File: config.mk
export PLATFORM = sky130hd
export DESIGN_NAME = serial_display_ctrl
export DESIGN_NICKNAME = d
export VERILOG_FILES = /design/src/rtl/serial_display_ctrl.sv
export SDC_FILE = /design/constraint.sdc
export NUM_CORES = 1
export LEC_CHECK = 0
export ABC_AREA = 0
export BUFFER_PORTS_ARGS = -buffer_cell sky130_fd_sc_hd__buf_2
export CAP_MARGIN = 20
export CORE_ASPECT_RATIO = 1.2
export CORE_MARGIN = 3
export CORE_UTILIZATION = 50
export CTS_CLUSTER_SIZE = 30
export DETAILED_ROUTE_END_ITERATION = 12
export PLACE_DENSITY_LB_ADDON = 0.12
export SYNTH_ARGS = -nofsm -noshare
export SYNTH_HDL_FRONTEND = slang
export SYNTH_SLANG_ARGS = --single-unit
File: constraint.sdc
create_clock -name clk -period 3 [get_ports clk]
set_input_delay 0.6 -clock clk [delete_from_list [all_inputs] [get_ports clk]]
set_output_delay 0.6 -clock clk [all_outputs]
set_load 0.02 [all_outputs]
File: src/rtl/serial_display_ctrl.sv
// ---------------------------------------------------------------------------
// serial_display_ctrl
//
// Purpose:
//   Drives an N-digit 7-segment tube and an M-bit LED bar. Each sits on its
//   own serial shift-register chain (clk / clr_n / data / en). Once per frame
//   the block takes a snapshot of the digit and LED inputs and encodes each
//   digit according to the display mode. It then shifts both chains out
//   MSB-first, using a serial clock divided down from the main clock.
//   A frame is requested by the free-running refresh counter or by an
//   explicit update pulse.
//
// Ports:
//   clk, rst_n            main clock, asynchronous active-low reset
//   mode[1:0]             00 hex, 01 raw, 10 blank, 11 lamp test
//   data[4*ND-1:0]        hex nibble per digit
//   seg_raw[8*ND-1:0]     raw segment byte {dp,g..a} per digit
//   en[ND-1:0]            per-digit enable (0 = blank)
//   dot[ND-1:0]           per-digit decimal point (hex mode)
//   led[LN-1:0]           LED bar image, 1 = lit
//   update                one-cycle frame request
//   busy, done            frame in progress / one-cycle end-of-frame pulse
//   led_clk/do/clr_n/en   LED chain pins
//   seg_clk/do/clr_n/en   segment chain pins
//
// Configuration:
//   DISP_BLINK_EN  When defined, adds the blink[ND-1:0] input and the
//                  BLINK_FRAMES parameter. Digits flagged in blink are blanked
//                  during the off phase. The phase toggles every BLINK_FRAMES
//                  completed frames.
// ---------------------------------------------------------------------------
module serial_display_ctrl #(
  parameter int CLK_FREQ   = 25,
  parameter int S_CLK_FREQ = 5,
  parameter int NUM_DIGITS = 8,
  parameter int LED_BITS   = 16,
  parameter int REFRESH_MS = 100,
  parameter int ACTIVE_LOW = 1
`ifdef DISP_BLINK_EN
  ,
  parameter int BLINK_FRAMES = 5
`endif
) (
  input  logic                      clk,
  input  logic                      rst_n,
  input  logic [1:0]                mode,
  input  logic [4*NUM_DIGITS-1:0]   data,
  input  logic [8*NUM_DIGITS-1:0]   seg_raw,
  input  logic [NUM_DIGITS-1:0]     en,
  input  logic [NUM_DIGITS-1:0]     dot,
  input  logic [LED_BITS-1:0]       led,
`ifdef DISP_BLINK_EN
  input  logic [NUM_DIGITS-1:0]     blink,
`endif
  input  logic                      update,
  output logic                      busy,
  output logic                      done,
  output logic                      led_clk,
  output logic                      led_do,
  output logic                      led_clr_n,
  output logic                      led_en,
  output logic                      seg_clk,
  output logic                      seg_do,
  output logic                      seg_clr_n,
  output logic                      seg_en
);

  localparam int HALF_RAW    = CLK_FREQ / (2 * S_CLK_FREQ);
  localparam int HALF        = (HALF_RAW < 1) ? 1 : HALF_RAW;
  localparam int SLOT        = 2 * HALF;
  localparam int SN          = 8 * NUM_DIGITS;
  localparam int LN          = LED_BITS;
  localparam int MAXN        = (SN > LN) ? SN : LN;
  localparam int REFRESH_CYC = CLK_FREQ * REFRESH_MS * 1000;
  localparam int PH_W        = $clog2(SLOT);
  localparam int SLOT_W      = $clog2(MAXN + 1);
  localparam int REF_W       = $clog2(REFRESH_CYC + 1);

  localparam logic [PH_W-1:0]   PH_LAST   = PH_W'(SLOT - 1);
  localparam logic [PH_W-1:0]   PH_HALF   = PH_W'(HALF);
  localparam logic [SLOT_W-1:0] SLOT_LAST = SLOT_W'(MAXN - 1);
  localparam logic [SLOT_W-1:0] SN_C      = SLOT_W'(SN);
  localparam logic [SLOT_W-1:0] LN_C      = SLOT_W'(LN);
  localparam logic [REF_W-1:0]  REF_LAST  = REF_W'(REFRESH_CYC - 1);
  localparam logic              INV       = (ACTIVE_LOW != 0);

`ifdef DISP_BLINK_EN
  localparam int                BL_W    = $clog2(BLINK_FRAMES + 1);
  localparam logic [BL_W-1:0]   BL_LAST = BL_W'(BLINK_FRAMES - 1);
`endif

  typedef enum logic [2:0] {
    IDLE   = 3'd0,
    LOAD   = 3'd1,
    CLEAR  = 3'd2,
    SHIFT  = 3'd3,
    FINISH = 3'd4
  } state_t;

  state_t              state_q, state_d;
  logic [PH_W-1:0]     phase_q, phase_d;
  logic [SLOT_W-1:0]   slot_q, slot_d;
  logic [SN-1:0]       seg_sr_q, seg_sr_d;
  logic [LN-1:0]       led_sr_q, led_sr_d;
  logic                clr_n_q, clr_n_d;
  logic                pending_q, pending_d;
  logic [REF_W-1:0]    refresh_q, refresh_d;
`ifdef DISP_BLINK_EN
  logic [BL_W-1:0]     blink_cnt_q, blink_cnt_d;
  logic                blink_off_q, blink_off_d;
`endif

  logic [SN-1:0]       seg_img;
  logic [LN-1:0]       led_img;
  logic [7:0]          dig_byte;
  logic                refresh_tc;
  logic                req;
  logic                seg_act;
  logic                led_act;
  logic                clk_high;

  // Segment pattern {g,f,e,d,c,b,a} for a hex nibble, lit = 1.
  function automatic logic [6:0] hex7(input logic [3:0] n);
    case (n)
      4'h0:    hex7 = 7'h3F;
      4'h1:    hex7 = 7'h06;
      4'h2:    hex7 = 7'h5B;
      4'h3:    hex7 = 7'h4F;
      4'h4:    hex7 = 7'h66;
      4'h5:    hex7 = 7'h6D;
      4'h6:    hex7 = 7'h7D;
      4'h7:    hex7 = 7'h07;
      4'h8:    hex7 = 7'h7F;
      4'h9:    hex7 = 7'h6F;
      4'hA:    hex7 = 7'h77;
      4'hB:    hex7 = 7'h7C;
      4'hC:    hex7 = 7'h39;
      4'hD:    hex7 = 7'h5E;
      4'hE:    hex7 = 7'h79;
      default: hex7 = 7'h71;
    endcase
  endfunction

  // Frame image encoded from the live inputs. It is only captured into the
  // shift registers in LOAD, so later input changes cannot disturb a frame.
  // Lamp test lights everything and overrides both en and blink.
  always_comb begin
    seg_img  = '0;
    dig_byte = 8'h00;
    for (int i = 0; i < NUM_DIGITS; i++) begin
      case (mode)
        2'b00:   dig_byte = en[i] ? {dot[i], hex7(data[4*i +: 4])} : 8'h00;
        2'b01:   dig_byte = en[i] ? seg_raw[8*i +: 8] : 8'h00;
        2'b10:   dig_byte = 8'h00;
        default: dig_byte = 8'hFF;
      endcase
`ifdef DISP_BLINK_EN
      if (mode != 2'b11 && blink_off_q && blink[i]) begin
        dig_byte = 8'h00;
      end
`endif
      seg_img[8*i +: 8] = dig_byte;
    end
    led_img = (mode == 2'b11) ? '1 : led;
  end

  // Frame sequencer plus the refresh/pending request logic. The segment
  // register is packed with digit ND-1 in its top byte, so a plain left shift
  // yields digit ND-1 first and dp first within each byte.
  // The LOAD/CLEAR/SHIFT/FINISH states all count as busy. A request that
  // arrives in any of them is remembered in one pending flag and is picked
  // up in the IDLE cycle that follows done.
  always_comb begin
    state_d   = state_q;
    phase_d   = phase_q;
    slot_d    = slot_q;
    seg_sr_d  = seg_sr_q;
    led_sr_d  = led_sr_q;
    clr_n_d   = clr_n_q;
    pending_d = pending_q;
`ifdef DISP_BLINK_EN
    blink_cnt_d = blink_cnt_q;
    blink_off_d = blink_off_q;
`endif

    refresh_tc = (refresh_q == REF_LAST);
    refresh_d  = refresh_tc ? '0 : refresh_q + 1'b1;
    req        = refresh_tc || update;

    case (state_q)
      IDLE: begin
        if (pending_q || req) begin
          state_d   = LOAD;
          pending_d = 1'b0;
        end
      end
      LOAD: begin
        seg_sr_d = seg_img;
        led_sr_d = led_img;
        clr_n_d  = 1'b0;
        phase_d  = '0;
        state_d  = CLEAR;
      end
      CLEAR: begin
        if (phase_q == PH_LAST) begin
          phase_d = '0;
          slot_d  = '0;
          clr_n_d = 1'b1;
          state_d = SHIFT;
        end else begin
          phase_d = phase_q + 1'b1;
        end
      end
      SHIFT: begin
        if (phase_q == PH_LAST) begin
          phase_d  = '0;
          seg_sr_d = seg_sr_q << 1;
          led_sr_d = led_sr_q << 1;
          if (slot_q == SLOT_LAST) begin
            state_d = FINISH;
          end else begin
            slot_d = slot_q + 1'b1;
          end
        end else begin
          phase_d = phase_q + 1'b1;
        end
      end
      FINISH: begin
        state_d = IDLE;
`ifdef DISP_BLINK_EN
        if (blink_cnt_q == BL_LAST) begin
          blink_cnt_d = '0;
          blink_off_d = !blink_off_q;
        end else begin
          blink_cnt_d = blink_cnt_q + 1'b1;
        end
`endif
      end
      default: state_d = IDLE;
    endcase

    if (state_q != IDLE && req) begin
      pending_d = 1'b1;
    end
  end

  // State and datapath registers. The pending flag comes out of reset set,
  // so a full frame is pushed out as soon as reset is released.
  always_ff @(posedge clk or negedge rst_n) begin
    if (!rst_n) begin
      state_q   <= IDLE;
      phase_q   <= '0;
      slot_q    <= '0;
      seg_sr_q  <= '0;
      led_sr_q  <= '0;
      clr_n_q   <= 1'b0;
      pending_q <= 1'b1;
      refresh_q <= '0;
`ifdef DISP_BLINK_EN
      blink_cnt_q <= '0;
      blink_off_q <= 1'b0;
`endif
    end else begin
      state_q   <= state_d;
      phase_q   <= phase_d;
      slot_q    <= slot_d;
      seg_sr_q  <= seg_sr_d;
      led_sr_q  <= led_sr_d;
      clr_n_q   <= clr_n_d;
      pending_q <= pending_d;
      refresh_q <= refresh_d;
`ifdef DISP_BLINK_EN
      blink_cnt_q <= blink_cnt_d;
      blink_off_q <= blink_off_d;
`endif
    end
  end

  // Pin decode. The pins are derived only from flops, so an asynchronous
  // reset forces them low straight away. A chain whose bits are used up
  // stays quiet (clk=0, do=0) while the longer chain finishes.
  always_comb begin
    seg_act  = (state_q == SHIFT) && (slot_q < SN_C);
    led_act  = (state_q == SHIFT) && (slot_q < LN_C);
    clk_high = (phase_q >= PH_HALF);
  end

  assign seg_clk   = seg_act && clk_high;
  assign led_clk   = led_act && clk_high;
  assign seg_do    = seg_act && (seg_sr_q[SN-1] ^ INV);
  assign led_do    = led_act && (led_sr_q[LN-1] ^ INV);
  assign seg_clr_n = clr_n_q;
  assign led_clr_n = clr_n_q;
  assign seg_en    = 1'b1;
  assign led_en    = 1'b1;
  assign busy      = (state_q != IDLE);
  assign done      = (state_q == FINISH);

endmodule

==> results.md <==
* Outcome: finished clean
* Max IR drop VDD at 514 uV
* Clock latency of the later-clocked register in the worst-skew pair at 430 ps
* Antenna violations before repair at 0
* Signed area change from the synthesized netlist to the final layout at 17.1%
* Endpoint kind of the worst setup timing path: primary output
* Total routing usage reported by global routing at 0.284
* Total net switching power at 2.79 mW
* Fraction of final layout cells sized beyond drive strength 1 at 0.211
* Peak fanout along the critical path at 17
* Post-Synth Simple-Gate Area at 0.186
* Skew final at 9.85 ps
* GRT overflow at 0
* Footprint of the flip-flops and latches at 2900 um2
* Largest family of logic cells by synthesized area: compound AO/OA/AOI/OAI gates
* Count of hold buffers inserted by post-cts repair at 0
* Clock tree from TritonCTS: built
* Synthesized netlist cell count at 1018
* Max Clk Rate at 0.353 GHz
* Core box area at 16500 um2
* Startpoint kind of the worst setup timing path: flop
* Routed vias at 8267
* Part of the power in combinational logic at 0.382
* Total leakage power at 4.51 nW
* Post-synthesis sequential element count at 116
* Post-detail-place hpwl at 19000 um
* Worst-case clock buffer depth at 2
* Count of endpoints failing hold in the final timing report at 0
* Clock power share at 0.283
* Worst path arrival time at 2240 ps
* IO Count at 143
* Required time at the worst-slack endpoint at 2400 ps
* TritonCTS Buffers at 17
* Post-layout nets at 1309
* Cell Area, Synth at 8550 um2
* Antenna diode count at 0
* Average instance area after synthesis at 8.40 um2
* Classification of the worst setup path: flop to primary output
* Remaining antenna violation count after routing at 0
* Row cnt at 51
* Setup repair after global routing missed its margin: false
* Slew @ Worst Pin at 819 ps
* Total number of H-tree levels at 4
* Pin count of the biggest net entering global routing at 65
* Clock tree root driver cell: sky130_fd_sc_hd__clkbuf_16
* Setup bufs post-CTS at 0
* Max-cap violations at 0
* Share of flip-flops with an asynchronous set or reset after synthesis at 1.00
* Clock slew seen by the registers of the worst setup and hold paths at 60 ps
* Cell variety after synth at 75
* Vias in the first global route at 8196
* Util after Layout at 0.608
* Worst-case headroom to the max-slew limit at 0.450
* Total length of routed wires at 26800 um
* Share of synthesized cell area in full adder, half adder and majority cells at 0.0761
* Number of synthesized flops with an enable pin at 0
* Count of TritonRoute iterations in the first routing pass at 5
* Filler Cell Count at 1500
* WL per Instance at 19.9 um
* Leading cell type in the layout, fill and taps excluded: sky130_fd_sc_hd__buf_2
* Combined area of the multi-input logic cells at 5150 um2
* Synthesis warning total at 0
* Internal power of the cells at 4.49 mW
* Overall die height at 149 um
* DRC violation count after routing at 0
* Setup Total Neg Slack at 0 ps
* Min cycle time layout at 2840 ps
* Slew Viols, Final at 0
* Kind of path behind the tightest hold check: input pin to async pin
* Most frequently used flop master after synthesis: sky130_fd_sc_hd__dfrtp_1
* Mux share of post-synthesis cell area at 0.0511
* CTS sink cnt at 116
* Worst Hold Margin at 177 ps
* Period utilisation layout at 0.945
* Input/output buffers at 140
* Area enclosed by the die boundary at 18700 um2
* Cell area after layout at 10000 um2
* Share of the synthesized area in compound gates (AO/OA/AOI/OAI) at 0.271
* Sequential share of the synthesized area at 0.340
* Post-cts sizing count at 0
* Post-synthesis share of cell area spent on xor and xnor gates at 0.0164
* Dpl cell area at 9410 um2
* Net switching fraction of the power at 0.383
* Endpoints failing setup at 0
* First-pass GRT wire length at 42600 um
* Gpl congestion at 0.892
* Via-to-Cell Ratio at 6.13
* Chip width at 125 um
* Sequential share of power at 0.334
* Initial core utilization at 0.519
* Power density relative to cell area at 727 nW/um2
* Most frequent cells in the layout: sky130_fd_sc_hd__buf_2, sky130_fd_sc_hd__dfrtp_1, sky130_fd_sc_hd__o21ai_0
* Iteration-0 DRC Markers at 479
-- critical path: stages (launching register included) --
cell	delay (ps)
sky130_fd_sc_hd__dfrtp_1	560
sky130_fd_sc_hd__nand3b_1	290
sky130_fd_sc_hd__nor2_1	200
sky130_fd_sc_hd__o21a_1	220
sky130_fd_sc_hd__nor3b_1	310
sky130_fd_sc_hd__buf_2	230
-- per-stage QoR --
stage / power [mW] / worst slack, ps / instances
2_1_floorplan: 4.27 / 663 / 1019
3_3_place_gp: 5.12 / 673 / 1317
3_5_place_dp: 5.19 / 668 / 1317
4_1_cts: 7.26 / 187 / 1349
5_1_grt: 7.74 / 14.7 / 1349
6_report: 7.28 / 165 / 1349
-- final timing paths --
path                                   start      endpoint  slack [ps]  depth (start not counted)
worst min-delay path                   rst_n  led_sr_q[10]         180                          1
worst max register to register    state_q[2]  seg_sr_q[24]         680                          5
worst min register to register  seg_sr_q[30]  seg_sr_q[30]         470                          2
worst max-delay path              state_q[2]       led_clk         160                          5
max in group asynchronous              rst_n     pending_q        1990                          2
min in group clk                      led[0]   led_sr_q[0]         430                          3
-- cells in the mapped netlist (6+ instances only) --
cell type / n / area, um2
sky130_fd_sc_hd__ha_1: 52 / 651
sky130_fd_sc_hd__a21oi_1: 93 / 465
sky130_fd_sc_hd__nor3_1: 19 / 95.1
sky130_fd_sc_hd__or3_1: 19 / 119
sky130_fd_sc_hd__or3b_2: 7 / 61.3
sky130_fd_sc_hd__mux4_2: 6 / 135
sky130_fd_sc_hd__a221oi_1: 20 / 175
sky130_fd_sc_hd__dfrtp_1: 115 / 2880
sky130_fd_sc_hd__nor2_1: 64 / 240
sky130_fd_sc_hd__clkbuf_1: 61 / 229
sky130_fd_sc_hd__nand4_1: 6 / 37.5
sky130_fd_sc_hd__o21ai_0: 109 / 546
sky130_fd_sc_hd__a311oi_1: 10 / 87.6
sky130_fd_sc_hd__inv_1: 37 / 139
sky130_fd_sc_hd__buf_2: 11 / 55.1
sky130_fd_sc_hd__nand3_1: 18 / 90.1
sky130_fd_sc_hd__nand2b_1: 16 / 100
sky130_fd_sc_hd__a211oi_1: 14 / 105
sky130_fd_sc_hd__xnor2_1: 11 / 96.3
sky130_fd_sc_hd__o22ai_1: 15 / 93.8
sky130_fd_sc_hd__o32a_1: 8 / 80.1
sky130_fd_sc_hd__and2_1: 7 / 43.8
sky130_fd_sc_hd__a21o_1: 7 / 52.6
sky130_fd_sc_hd__nand2_1: 99 / 372
sky130_fd_sc_hd__a31oi_1: 7 / 43.8
sky130_fd_sc_hd__nor2b_1: 28 / 175
sky130_fd_sc_hd__o31ai_1: 21 / 158
sky130_fd_sc_hd__mux2i_1: 11 / 110
sky130_fd_sc_hd__a22o_1: 9 / 78.8
sky130_fd_sc_hd__mux2_2: 17 / 191
-- cell families after synthesis --
group                    Yosys count
AO/OA/AOI/OAI                    361
AND/OR/NAND/NOR                  317
buffers and inverters            121
flip-flops                       116
adder cells (fa/ha/maj)           52
multiplexers                      34
XOR/XNOR                          16
other                              1
-- area by class of cell --
type | count | share of cell area
Clock buffer | 22 | 0.0494
Clock inverter | 10 | 0.0103
Inverter | 38 | 0.0143
Multi-Input combinational cell | 782 | 0.515
Sequential cell | 116 | 0.290
Tap cell | 212 | 0.0265
Timing Repair Buffer | 169 | 0.0945
-- power by group through the flow --
stage               Sequential (mW)  Combinational (mW)  Clock (mW)
finish                         2.43                2.78        2.06
global route                   2.49                3.11        2.14
global placement               2.43                2.69           0
detailed placement             2.44                2.75           0
CTS                            2.42                2.76        2.07
floorplan                      2.34                1.93           0
-- registers in the layout, indices dropped and copies added (netlist names) --
name / count
seg_sr_q: 64
refresh_q: 22
led_sr_q: 16
slot_q: 7
state_q: 3
phase_q: 2
led_clr_n: 1
pending_q: 1
-- layer usage --
layer  global-route usage  part of all wire
met1                0.366              0.43
met2                0.481              0.49
met3               0.0552             0.058
met4               0.0987             0.026
met5                    0                 0
Note: power is estimated with default switching activity, not from simulation.
